`config.mk`:
```
export PLATFORM = sky130hd
export DESIGN_NAME = gpio_seq_ctrl_flat
export DESIGN_NICKNAME = d
export VERILOG_FILES = /design/src/rtl/gpio_seq_ctrl_if.sv /design/src/rtl/gpio_seq_ctrl.sv /design/src/flat_wrapper.sv
export SDC_FILE = /design/constraint.sdc
export NUM_CORES = 1
export LEC_CHECK = 0
export CAP_MARGIN = 20
export CORE_UTILIZATION = 25
export DETAILED_ROUTE_END_ITERATION = 10
export SYNTH_ARGS = -nofsm -noshare
export SYNTH_HDL_FRONTEND = slang
export SYNTH_SLANG_ARGS = --single-unit
```
`constraint.sdc`:
```
create_clock -name clk -period 14.15 [get_ports clk]
set_input_delay 1.415 -clock clk [delete_from_list [all_inputs] [get_ports clk]]
set_output_delay 1.415 -clock clk [all_outputs]
set_load 0.01 [all_outputs]
```
`src/rtl/gpio_seq_ctrl_if.sv`:
```
// Register-port bundle for the GPIO sequencer: the host requester side and
// the single-cycle GPIO controller register port share one interface.
// The slave modport is the sequencer's view; master is the environment's.
interface gpio_seq_ctrl_if #(
  parameter int ADDR_WIDTH = 8,
  parameter int DATA_WIDTH = 32
);
  logic                  host_req;
  logic                  host_wr;
  logic [ADDR_WIDTH-1:0] host_addr;
  logic [DATA_WIDTH-1:0] host_wdata;
  logic                  host_gnt;
  logic [DATA_WIDTH-1:0] host_rdata;
  logic                  host_rvalid;

  logic                  reg_wr;
  logic [ADDR_WIDTH-1:0] reg_addr;
  logic [DATA_WIDTH-1:0] reg_wdata;
  logic [DATA_WIDTH-1:0] reg_rdata;

  modport slave (
    input  host_req, host_wr, host_addr, host_wdata, reg_rdata,
    output host_gnt, host_rdata, host_rvalid, reg_wr, reg_addr, reg_wdata
  );

  modport master (
    output host_req, host_wr, host_addr, host_wdata, reg_rdata,
    input  host_gnt, host_rdata, host_rvalid, reg_wr, reg_addr, reg_wdata
  );
endinterface

```
`src/rtl/gpio_seq_ctrl.sv`:
```
// GPIO register-port sequencer: replays a programmed table of
// (address, data, delay) steps onto the GPIO register port, and shares that
// port with a host requester. The sequencer always wins in its ISSUE cycle.
module gpio_seq_ctrl #(
  parameter  int ADDR_WIDTH = 8,
  parameter  int DATA_WIDTH = 32,
  parameter  int DEPTH      = 8,
  parameter  int DLY_WIDTH  = 16,
  localparam int IDXW       = $clog2(DEPTH)
) (
  input  logic                  clk,
  input  logic                  rst,
  input  logic                  tbl_wr,
  input  logic [IDXW-1:0]       tbl_idx,
  input  logic [ADDR_WIDTH-1:0] tbl_addr,
  input  logic [DATA_WIDTH-1:0] tbl_data,
  input  logic [DLY_WIDTH-1:0]  tbl_dly,
  input  logic [IDXW-1:0]       last_idx,
  input  logic                  loop_en,
  input  logic                  start,
  input  logic                  stop,
  output logic                  busy,
  output logic                  done,
  output logic [IDXW-1:0]       cur_step,
  gpio_seq_ctrl_if.slave        bus
);

  typedef enum logic [1:0] {IDLE, ISSUE, WAIT} state_t;

  state_t                state, state_next;
  logic [IDXW-1:0]       step_q, step_next;
  logic [IDXW-1:0]       last_q, last_next;
  logic [DLY_WIDTH-1:0]  cnt_q, cnt_next;
  logic                  done_q, done_next;
  logic                  advance;
  logic                  host_gnt;
  logic                  rvalid_q;
  logic [DATA_WIDTH-1:0] rdata_q;

  logic [ADDR_WIDTH-1:0] addr_mem [DEPTH];
  logic [DATA_WIDTH-1:0] data_mem [DEPTH];
  logic [DLY_WIDTH-1:0]  dly_mem  [DEPTH];

  // Step table; only writable while idle so a running sequence never changes under itself
  always_ff @(posedge clk or posedge rst) begin
    if (rst) begin
      for (int i = 0; i < DEPTH; i++) begin
        addr_mem[i] <= '0;
        data_mem[i] <= '0;
        dly_mem[i]  <= '0;
      end
    end else if (tbl_wr && state == IDLE) begin
      addr_mem[tbl_idx] <= tbl_addr;
      data_mem[tbl_idx] <= tbl_data;
      dly_mem[tbl_idx]  <= tbl_dly;
    end
  end

  // Sequencer state register with step index, captured last index, delay counter and done pulse
  always_ff @(posedge clk or posedge rst) begin
    if (rst) begin
      state  <= IDLE;
      step_q <= '0;
      last_q <= '0;
      cnt_q  <= '0;
      done_q <= 1'b0;
    end else begin
      state  <= state_next;
      step_q <= step_next;
      last_q <= last_next;
      cnt_q  <= cnt_next;
      done_q <= done_next;
    end
  end

  // Next-state logic; advancing past a step is a transition taken from ISSUE or WAIT, and stop overrides everything
  always_comb begin
    state_next = state;
    step_next  = step_q;
    last_next  = last_q;
    cnt_next   = cnt_q;
    done_next  = 1'b0;
    advance    = 1'b0;
    case (state)
      IDLE: begin
        if (start && !stop) begin
          state_next = ISSUE;
          step_next  = '0;
          last_next  = last_idx;
        end
      end
      ISSUE: begin
        if (dly_mem[step_q] == '0) begin
          advance = 1'b1;
        end else begin
          cnt_next   = dly_mem[step_q];
          state_next = WAIT;
        end
      end
      WAIT: begin
        cnt_next = cnt_q - DLY_WIDTH'(1);
        if (cnt_q == DLY_WIDTH'(1)) begin
          advance = 1'b1;
        end
      end
      default: state_next = IDLE;
    endcase
    if (advance) begin
      if (step_q != last_q) begin
        step_next  = step_q + IDXW'(1);
        state_next = ISSUE;
      end else if (loop_en) begin
        step_next  = '0;
        state_next = ISSUE;
      end else begin
        state_next = IDLE;
        done_next  = 1'b1;
      end
    end
    if (stop) begin
      state_next = IDLE;
      cnt_next   = '0;
      done_next  = 1'b0;
    end
  end

  assign host_gnt = bus.host_req && (state != ISSUE);

  // Register-port mux: sequencer step in ISSUE, else a granted host access, else a quiet bus
  always_comb begin
    bus.reg_wr    = 1'b0;
    bus.reg_addr  = '0;
    bus.reg_wdata = '0;
    if (state == ISSUE) begin
      bus.reg_wr    = 1'b1;
      bus.reg_addr  = addr_mem[step_q];
      bus.reg_wdata = data_mem[step_q];
    end else if (host_gnt) begin
      bus.reg_wr    = bus.host_wr;
      bus.reg_addr  = bus.host_addr;
      bus.reg_wdata = bus.host_wdata;
    end
  end

  // Host read return: capture the controller's combinational read data on a granted read
  always_ff @(posedge clk or posedge rst) begin
    if (rst) begin
      rvalid_q <= 1'b0;
      rdata_q  <= '0;
    end else begin
      rvalid_q <= host_gnt && !bus.host_wr;
      if (host_gnt && !bus.host_wr) begin
        rdata_q <= bus.reg_rdata;
      end
    end
  end

  assign bus.host_gnt    = host_gnt;
  assign bus.host_rvalid = rvalid_q;
  assign bus.host_rdata  = rdata_q;
  assign busy            = (state != IDLE);
  assign done            = done_q;
  assign cur_step        = step_q;

endmodule

```
`src/flat_wrapper.sv`:
```
// flat-port wrapper written by rule: the top's interface ports become plain ports
module gpio_seq_ctrl_flat 
#(
  parameter  int ADDR_WIDTH = 8,
  parameter  int DATA_WIDTH = 32,
  parameter  int DEPTH      = 8,
  parameter  int DLY_WIDTH  = 16,
  localparam int IDXW       = $clog2(DEPTH)
)
  (clk, rst, tbl_wr, tbl_idx, tbl_addr, tbl_data, tbl_dly, last_idx, loop_en, start, stop, busy, done, cur_step, bus_host_req, bus_host_wr, bus_host_addr, bus_host_wdata, bus_reg_rdata, bus_host_gnt, bus_host_rdata, bus_host_rvalid, bus_reg_wr, bus_reg_addr, bus_reg_wdata);
  gpio_seq_ctrl_if #(.ADDR_WIDTH(ADDR_WIDTH), .DATA_WIDTH(DATA_WIDTH)) bus_i ();
  input  logic clk;
  input  logic rst;
  input  logic tbl_wr;
  input  logic [IDXW-1:0] tbl_idx;
  input  logic [ADDR_WIDTH-1:0] tbl_addr;
  input  logic [DATA_WIDTH-1:0] tbl_data;
  input  logic [DLY_WIDTH-1:0] tbl_dly;
  input  logic [IDXW-1:0] last_idx;
  input  logic loop_en;
  input  logic start;
  input  logic stop;
  output logic busy;
  output logic done;
  output logic [IDXW-1:0] cur_step;
  input wire logic [$bits(bus_i.host_req)-1:0] bus_host_req;
  input wire logic [$bits(bus_i.host_wr)-1:0] bus_host_wr;
  input wire logic [$bits(bus_i.host_addr)-1:0] bus_host_addr;
  input wire logic [$bits(bus_i.host_wdata)-1:0] bus_host_wdata;
  input wire logic [$bits(bus_i.reg_rdata)-1:0] bus_reg_rdata;
  output wire logic [$bits(bus_i.host_gnt)-1:0] bus_host_gnt;
  output wire logic [$bits(bus_i.host_rdata)-1:0] bus_host_rdata;
  output wire logic [$bits(bus_i.host_rvalid)-1:0] bus_host_rvalid;
  output wire logic [$bits(bus_i.reg_wr)-1:0] bus_reg_wr;
  output wire logic [$bits(bus_i.reg_addr)-1:0] bus_reg_addr;
  output wire logic [$bits(bus_i.reg_wdata)-1:0] bus_reg_wdata;
  assign bus_i.host_req = bus_host_req;
  assign bus_i.host_wr = bus_host_wr;
  assign bus_i.host_addr = bus_host_addr;
  assign bus_i.host_wdata = bus_host_wdata;
  assign bus_i.reg_rdata = bus_reg_rdata;
  assign bus_host_gnt = bus_i.host_gnt;
  assign bus_host_rdata = bus_i.host_rdata;
  assign bus_host_rvalid = bus_i.host_rvalid;
  assign bus_reg_wr = bus_i.reg_wr;
  assign bus_reg_addr = bus_i.reg_addr;
  assign bus_reg_wdata = bus_i.reg_wdata;
  gpio_seq_ctrl #(.ADDR_WIDTH(ADDR_WIDTH), .DATA_WIDTH(DATA_WIDTH), .DEPTH(DEPTH), .DLY_WIDTH(DLY_WIDTH)) u_core (.clk(clk), .rst(rst), .tbl_wr(tbl_wr), .tbl_idx(tbl_idx), .tbl_addr(tbl_addr), .tbl_data(tbl_data), .tbl_dly(tbl_dly), .last_idx(last_idx), .loop_en(loop_en), .start(start), .stop(stop), .busy(busy), .done(done), .cur_step(cur_step), .bus(bus_i));
endmodule
```
==> impl_results.md, run 1 <==
* Initial antenna violation count at 6
* Reg-to-reg startpoint: u_core.cur_step[1]
* DRT iter0 DRCs at ~700
* Final Setup Violations at 0
* Hold slack at ~0.5 ns
* Critical path data required time at between 10 and 15 ns
* Synthesized flop and latch total at approximately 510
* Max-cap violations at 0
* Hold Fails Final Rpt at 0
* Hold path endpoint: u_core.dly_mem[117]
* CP max FO at 43
* Crit path arrival time at 4.72 ns
* DR WL/cell at around 20 µm
* CTS tree: yes
* Cells on Worst Hold Path at 1
* Share of post-route cells with drive strength above 1 at between 40% and 50%
* First drt pass iteration count at 5
* Total power per unit cell area at ~200 nW/µm²
* Startpoint class of the critical path: flop
* Post-CTS setup buffer count at 0
* RR Endpoint: u_core.cnt_q[3]
* Status: finished clean
* Seq/Total Area, Yosys at between 50% and 60%
* Die area at 94000 µm²
* First-pass GRT wire length at between 90000 and 100000 µm
* Vias post-DR at about 14k
* Fmax at 0.163 GHz
* Clock buffer depth at 3
* R2r worst-path depth at 11
* Vias in the first global route at 15.4k
* Nets@finish at 1848
* Cts-stage hold buffer count at 0
* Hold_sp: u_core.dly_mem[117]
* Residual DRC at 0
* HPWL Detailed at 36800 µm
* Core area at slightly above 90000 µm²
* Setup WS pre-CTS at between 8 and 9 ns
* Worst-margin pin slew at roughly 1.1 ns
* Root Buffer: clkbuf_16
* Tmin final at between 6 and 7 ns
* Via density at 4.63
* YS warnings at 0
* Area growth syn-to-layout at 23.3%
* Max-slew headroom at 25.2%
* PnR worst setup slack at 8.01 ns
* Tot GR Track Use at around an eighth
* Net count after synthesis at 1650
* Total power at 0.00567 W
* PortBufs at 221
* Final WL at between 50000 and 60000 µm
* Mapped cell area at about 23000 µm²
* Finished Layout Cells at between 2k and 3k
* Die width at just over 300 µm
* H-tree levels at 2
* Ports at about 220
* Max VDD drop at around 0.00010 V
* Final-report max-slew violation count at 0
* # clock sinks at about 510
* Row count at around 110
* Total global routing overflow at 0
* Leakage power at between 10 and 15 nW
* Setup TNS at 0 ns
* Clk_skew at 0.0417 ns
* HP Class: flop to flop
* Gp weighted congestion at 0.751
* Kind of critical path: flop to primary output
* Dpl cells at ~2.9k
* Final antenna-violating net count at 0
* Unrepaired setup endpoints after global routing: false
* Final period utilization at 43.4%
* Largest net degree at the start of global routing at between 150 and 200
* Post-Synthesis Cells at ~1.5k
* Main synth FF type: dfrtp_1
* Async SR Flop Fraction at 100%
* Die Ht at approximately 310 µm
* Cts repair resizes at 0
* Crit end category: primary output
* Worst-Skew Late Latency at around 0.62 ns
* Reg2Reg Setup Slack at 9.22 ns
* Initial Util at 25.3%
* Worst-path clk slew at 0.06 ns
* Avg Synthesized Cell Area at ~15 µm²
* Synth cell types at 50
* CTS Buf Count at 55
* Number of flops mapped to enable cells by yosys at 0
-- metal layers --
metal | track usage, % | wire length (µm) | vias to the layer above
li1 | - | - | 6063
met1 | 16.4 | 26100 | 7387
met2 | 21.7 | 29600 | 274
met3 | 2.55 | 2650 | 101
met4 | 3.55 | 1370 | 8
met5 | 0 | 56 | -
-- critical path, stage by stage, from the launching register on --
cell and delay, ns:
dfrtp_4 0.95, buf_4 0.77, buf_4 0.70, mux4_2 0.59, mux2_2 0.33, a22o_1 0.19, clkdlybuf4s50_1 0.47
-- report_power, final --
part	internal, W	switching [W]	total (W)
combinational	0.00107	0.000665	0.00174
clock	0.000815	0.000603	0.00142
sequential	0.00215	0.000360	0.00251
total	0.00404	0.00163	0.00567
-- layout by cell type, fill, tap and decap left out, types with 3 or more instances in the layout --
| master | n |
|---|---|
| nand2_1 | 16 |
| and3_1 | 3 |
| nand4_1 | 3 |
| o22ai_1 | 5 |
| buf_4 | 22 |
| mux4_1 | 8 |
| mux4_2 | 100 |
| clkbuf_8 | 13 |
| xor2_1 | 3 |
| ha_1 | 6 |
| clkbuf_16 | 56 |
| o21ai_0 | 19 |
| clkinv_2 | 11 |
| clkdlybuf4s50_1 | 221 |
| inv_1 | 10 |
| nor4_1 | 7 |
| nor2b_1 | 6 |
| dfrtp_1 | 503 |
| a22o_1 | 40 |
| a21oi_1 | 18 |
| nor2_4 | 6 |
| nand2b_1 | 10 |
| nor3_1 | 10 |
| mux2_2 | 529 |
| mux2i_1 | 13 |
| dfrtp_4 | 3 |
| nor2_1 | 21 |
| o211ai_1 | 3 |
| nand3_1 | 9 |
| clkbuf_1 | 13 |
| a31oi_1 | 9 |
| o31ai_1 | 6 |
-- area by class of cell --
cell class / count / area (µm²)
tap: 1243 / 1560
clock buffer: 82 / 1630
multi-input combinational: 880 / 10100
inverter: 11 / 45.0
timing repair buffer: 245 / 2420
fill: 8987 / 63200
sequential: 506 / 12700
clock inverter: 18 / 160
antenna: 1 / 2.50
-- cells in the mapped netlist (5+ instances only) --
| cell type | count | area, µm² |
|---|---|---|
| a21oi_1 | 18 | 90.1 |
| a22o_1 | 40 | 350 |
| a31oi_1 | 9 | 56.3 |
| buf_2 | 12 | 60.1 |
| clkbuf_1 | 81 | 304 |
| dfrtp_1 | 506 | 12700 |
| ha_1 | 7 | 87.6 |
| inv_1 | 11 | 41.3 |
| mux2_2 | 529 | 5960 |
| mux2i_1 | 13 | 130 |
| mux4_1 | 8 | 210 |
| mux4_2 | 100 | 2250 |
| nand2_1 | 16 | 60.1 |
| nand2b_1 | 10 | 62.6 |
| nand3_1 | 9 | 45.0 |
| nor2_1 | 27 | 101 |
| nor2b_1 | 8 | 50.1 |
| nor3_1 | 10 | 50.1 |
| nor4_1 | 7 | 43.8 |
| o21ai_0 | 19 | 95.1 |
| o22ai_1 | 5 | 31.3 |
| o31ai_1 | 6 | 45.0 |
-- sequential cells by signal, indices dropped and copies added, names as in the netlist --
signal and flops:
u_core.cnt_q 16, u_core.state 2, u_core.dly_mem 128, u_core.data_mem 256, u_core.last_q 3, u_core.cur_step 3
u_core.done 1, u_core.bus.host_rvalid 1, u_core.addr_mem 64, u_core.bus.host_rdata 32
-- worst max-delay path by stage --
stage | depth (start not counted) | endpoint | start | slack [ns]
final | 6 | bus_reg_addr[3] | u_core.cur_step[0] | 8.01
after CTS | 6 | bus_reg_addr[3] | u_core.cur_step[0] | 7.82
after global placement | 6 | bus_reg_addr[3] | u_core.cur_step[0] | 8.50
after global routing | 6 | bus_reg_addr[3] | u_core.cur_step[0] | 7.66
after detailed placement | 6 | bus_reg_addr[3] | u_core.cur_step[0] | 8.51
after floorplan | 1 | u_core.addr_mem[0] | rst | 5.87
-- through the flow --
step                      util [%]  instance area (µm²)
after global placement        29.2                26800
after global routing          31.1                28600
after CTS                     31.1                28600
after floorplan                  -                23200
after detailed placement      29.2                26800
final                         31.2                28600
-- cell families after synthesis --
family / Yosys count / synth area share (%)
muxes: 651 / 36.9
DFF: 506 / 54.6
buffers and inverters: 115 / 2.12
AOI/OAI and AO/OA: 114 / 3.48
and+or+nand+nor: 105 / 2.37
adders and majority gates: 7 / 0.378
xor gates and xnor gates: 3 / 0.113
(Power assumes the default switching activity.)
==> run 2: changes to the inputs <==
clock period = 5.8 ns   (was 14.15 ns; I/O delays follow)
==> impl_results.md, run 2 (same netlist as run 1, synthesis figures left out) <==
* Setup TNS at 0 ns
* Final period utilization at between 80% and 90%
* Final Setup Violations at 0
* HP Class: input port to asynchronous set/reset pin
* Leakage power at about 11 nW
* Sw frac at 28.5%
* RR Endpoint: u_core.cur_step[2]
* Vias in the first global route at between 15k and 20k
* Reg-to-reg startpoint: u_core.cur_step[1]
* Gp weighted congestion at 0.752
* Max-cap violations at 0
* Most flop-heavy register: u_core.data_mem
* Pint at roughly 0.01 W
* Commonest non-fill, non-tap cell in the layout: mux2_2
* Worst-path clk slew at 0.06 ns
* Vias post-DR at between 10k and 15k
* Initial antenna violation count at 11
* Most frequent cells in the layout: 529 x mux2_2, 503 x dfrtp_1, 221 x clkdlybuf4s50_1
* Tmin final at 4.74 ns
* Residual DRC at 0
* Final antenna-violating net count at 0
* Kind of critical path: flop to primary output
* Slowest CP cell: dfrtp_4
* Via density at 4.67
* Hold Fails Final Rpt at 0
* H-tree levels at 2
* R2r worst-path depth at 9
* Worst-Skew Late Latency at about 0.62 ns
* Initial Util at approximately a quarter
* Total power at roughly 0.014 W
* Total power per unit cell area at between 400 and 500 nW/µm²
* Max-slew headroom at 25.1%
* Crit end category: primary output
* Cts repair resizes at 0
* Root Buffer: clkbuf_16
* DRT iter0 DRCs at around 790
* Clk_skew at around 0.033 ns
* Fill cells at between 8k and 9k
* Fmax at ~0.21 GHz
* CP max FO at between 40 and 50
* Sequential power share at between 40% and 50%
* Die area at 94000 µm²
* Reg2Reg Setup Slack at roughly 1.8 ns
* HPWL Detailed at between 30000 and 40000 µm
* Crit path arrival time at 4.16 ns
* Most frequent CP cell: buf_4
* Tot GR Track Use at 13.0%
* First drt pass iteration count at 7
* Max FFs per register at approximately 260
* Combinational power share at between 30% and 40%
* Post-CTS setup buffer count at 0
* Finished Layout Cells at approximately 3k
* NetSw at 0.00399 W
* Nets@finish at roughly 1.9k
* Final-report max-slew violation count at 0
* Clock group share of total power at roughly 26%
* CTS tree: yes
* Core area at between 90000 and 100000 µm²
* Setup crit end: bus_reg_wdata[14]
* Worst-path cell chain: buf_4, buf_4, mux4_2, mux2_2, a22o_1, clkdlybuf4s50_1
* Worst-margin pin slew at ~1.1 ns
* Final WL at 61000 µm
* PortBufs at roughly 220
* Status: finished clean
* Row count at between 100 and 150
* DR WL/cell at just over 20 µm
* CP startpoint: u_core.cur_step[1]
* Share of post-route cells with drive strength above 1 at 44.0%
* Dpl cells at ~2.9k
* Total global routing overflow at 0
* Worst path max stage delay at between 0.9 and 1 ns
* Critical path data required time at ~5.2 ns
* Largest net degree at the start of global routing at 160
* Area growth syn-to-layout at 23.9%
* Clock buffer depth at 3
* Unrepaired setup endpoints after global routing: false
* Startpoint class of the critical path: flop
* Die Ht at 307 µm
* Top Registers: u_core.data_mem (256), u_core.dly_mem (128), u_core.addr_mem (64)
* CTS Buf Count at 55
* Max VDD drop at between 0.0002 and 0.0003 V
* Ports at 222
* # clock sinks at ~510
* Die width at around 310 µm
* Cts-stage hold buffer count at 0
* First-pass GRT wire length at roughly 94000 µm
## run 2: cell count changes in the layout (fill, tap and decap cells not counted), moves of 2 or more
| cell | change |
|---|---|
| buf_12 | +4 |
| bufinv_16 | +6 |
| clkbuf_8 | -7 |
| clkinv_4 | -2 |
| buf_4 | +5 |
| clkbuf_1 | -3 |
| clkinv_8 | +2 |
## run 2: per-layer routing
metal	track usage [%]	wire length (µm)	up-vias
met5	0	80	-
met4	3.43	1470	12
met3	2.80	2840	107
met2	21.3	29300	334
met1	17.3	27300	7464
li1	-	-	6049
## run 2: area by class of cell
type                            count  area [µm²]  area share (%)
Antenna cell                        1        2.50         0.00871
Clock buffer                       71        1500            5.21
Clock inverter                     24         345            1.20
Inverter                           11        45.0           0.157
Multi-Input combinational cell    880       10100            35.2
Sequential cell                   506       12700            44.1
Tap cell                         1243        1560            5.41
Timing Repair Buffer              253        2510            8.75
## run 2: worst min path at each step
stage / from / endpoint / slack, ns
6_report: rst / u_core.addr_mem[22] / 0.35
5_1_grt: rst / u_core.addr_mem[22] / 0.38
4_1_cts: rst / u_core.addr_mem[54] / 0.34
3_5_place_dp: u_core.dly_mem[120] / u_core.dly_mem[120] / 0.49
3_3_place_gp: u_core.dly_mem[54] / u_core.dly_mem[54] / 0.48
2_1_floorplan: u_core.dly_mem[101] / u_core.dly_mem[101] / 0.47
## run 2: worst max-delay path: cells and delay by family, from the launching register on
kind                   cells  cell delay (ns)
multiplexers               2             0.70
buffers and inverters      3             1.62
flip-flops                 1             0.99
AO/OA/AOI/OAI              1             0.19
## run 2: power groups by stage
stage	combinational [W]	sequential, W	clock [W]
6_report	0.00429	0.00613	0.00358
4_1_cts	0.00435	0.00613	0.00370
3_5_place_dp	0.00433	0.00618	0
3_3_place_gp	0.00418	0.00604	0
5_1_grt	0.00463	0.00636	0.00384
2_1_floorplan	0.00301	0.00592	0
## run 2: through the flow
step                      setup WS [ns]  area, µm²  hold WS [ns]  util, %
after floorplan                   -1.65      23200         0.470        -
after global placement             1.64      26900         0.481     29.3
after detailed placement           1.62      26900         0.486     29.3
after CTS                         0.949      28700         0.339     31.3
after global routing              0.866      28700         0.382     31.3
final                              1.06      28700         0.354     31.3
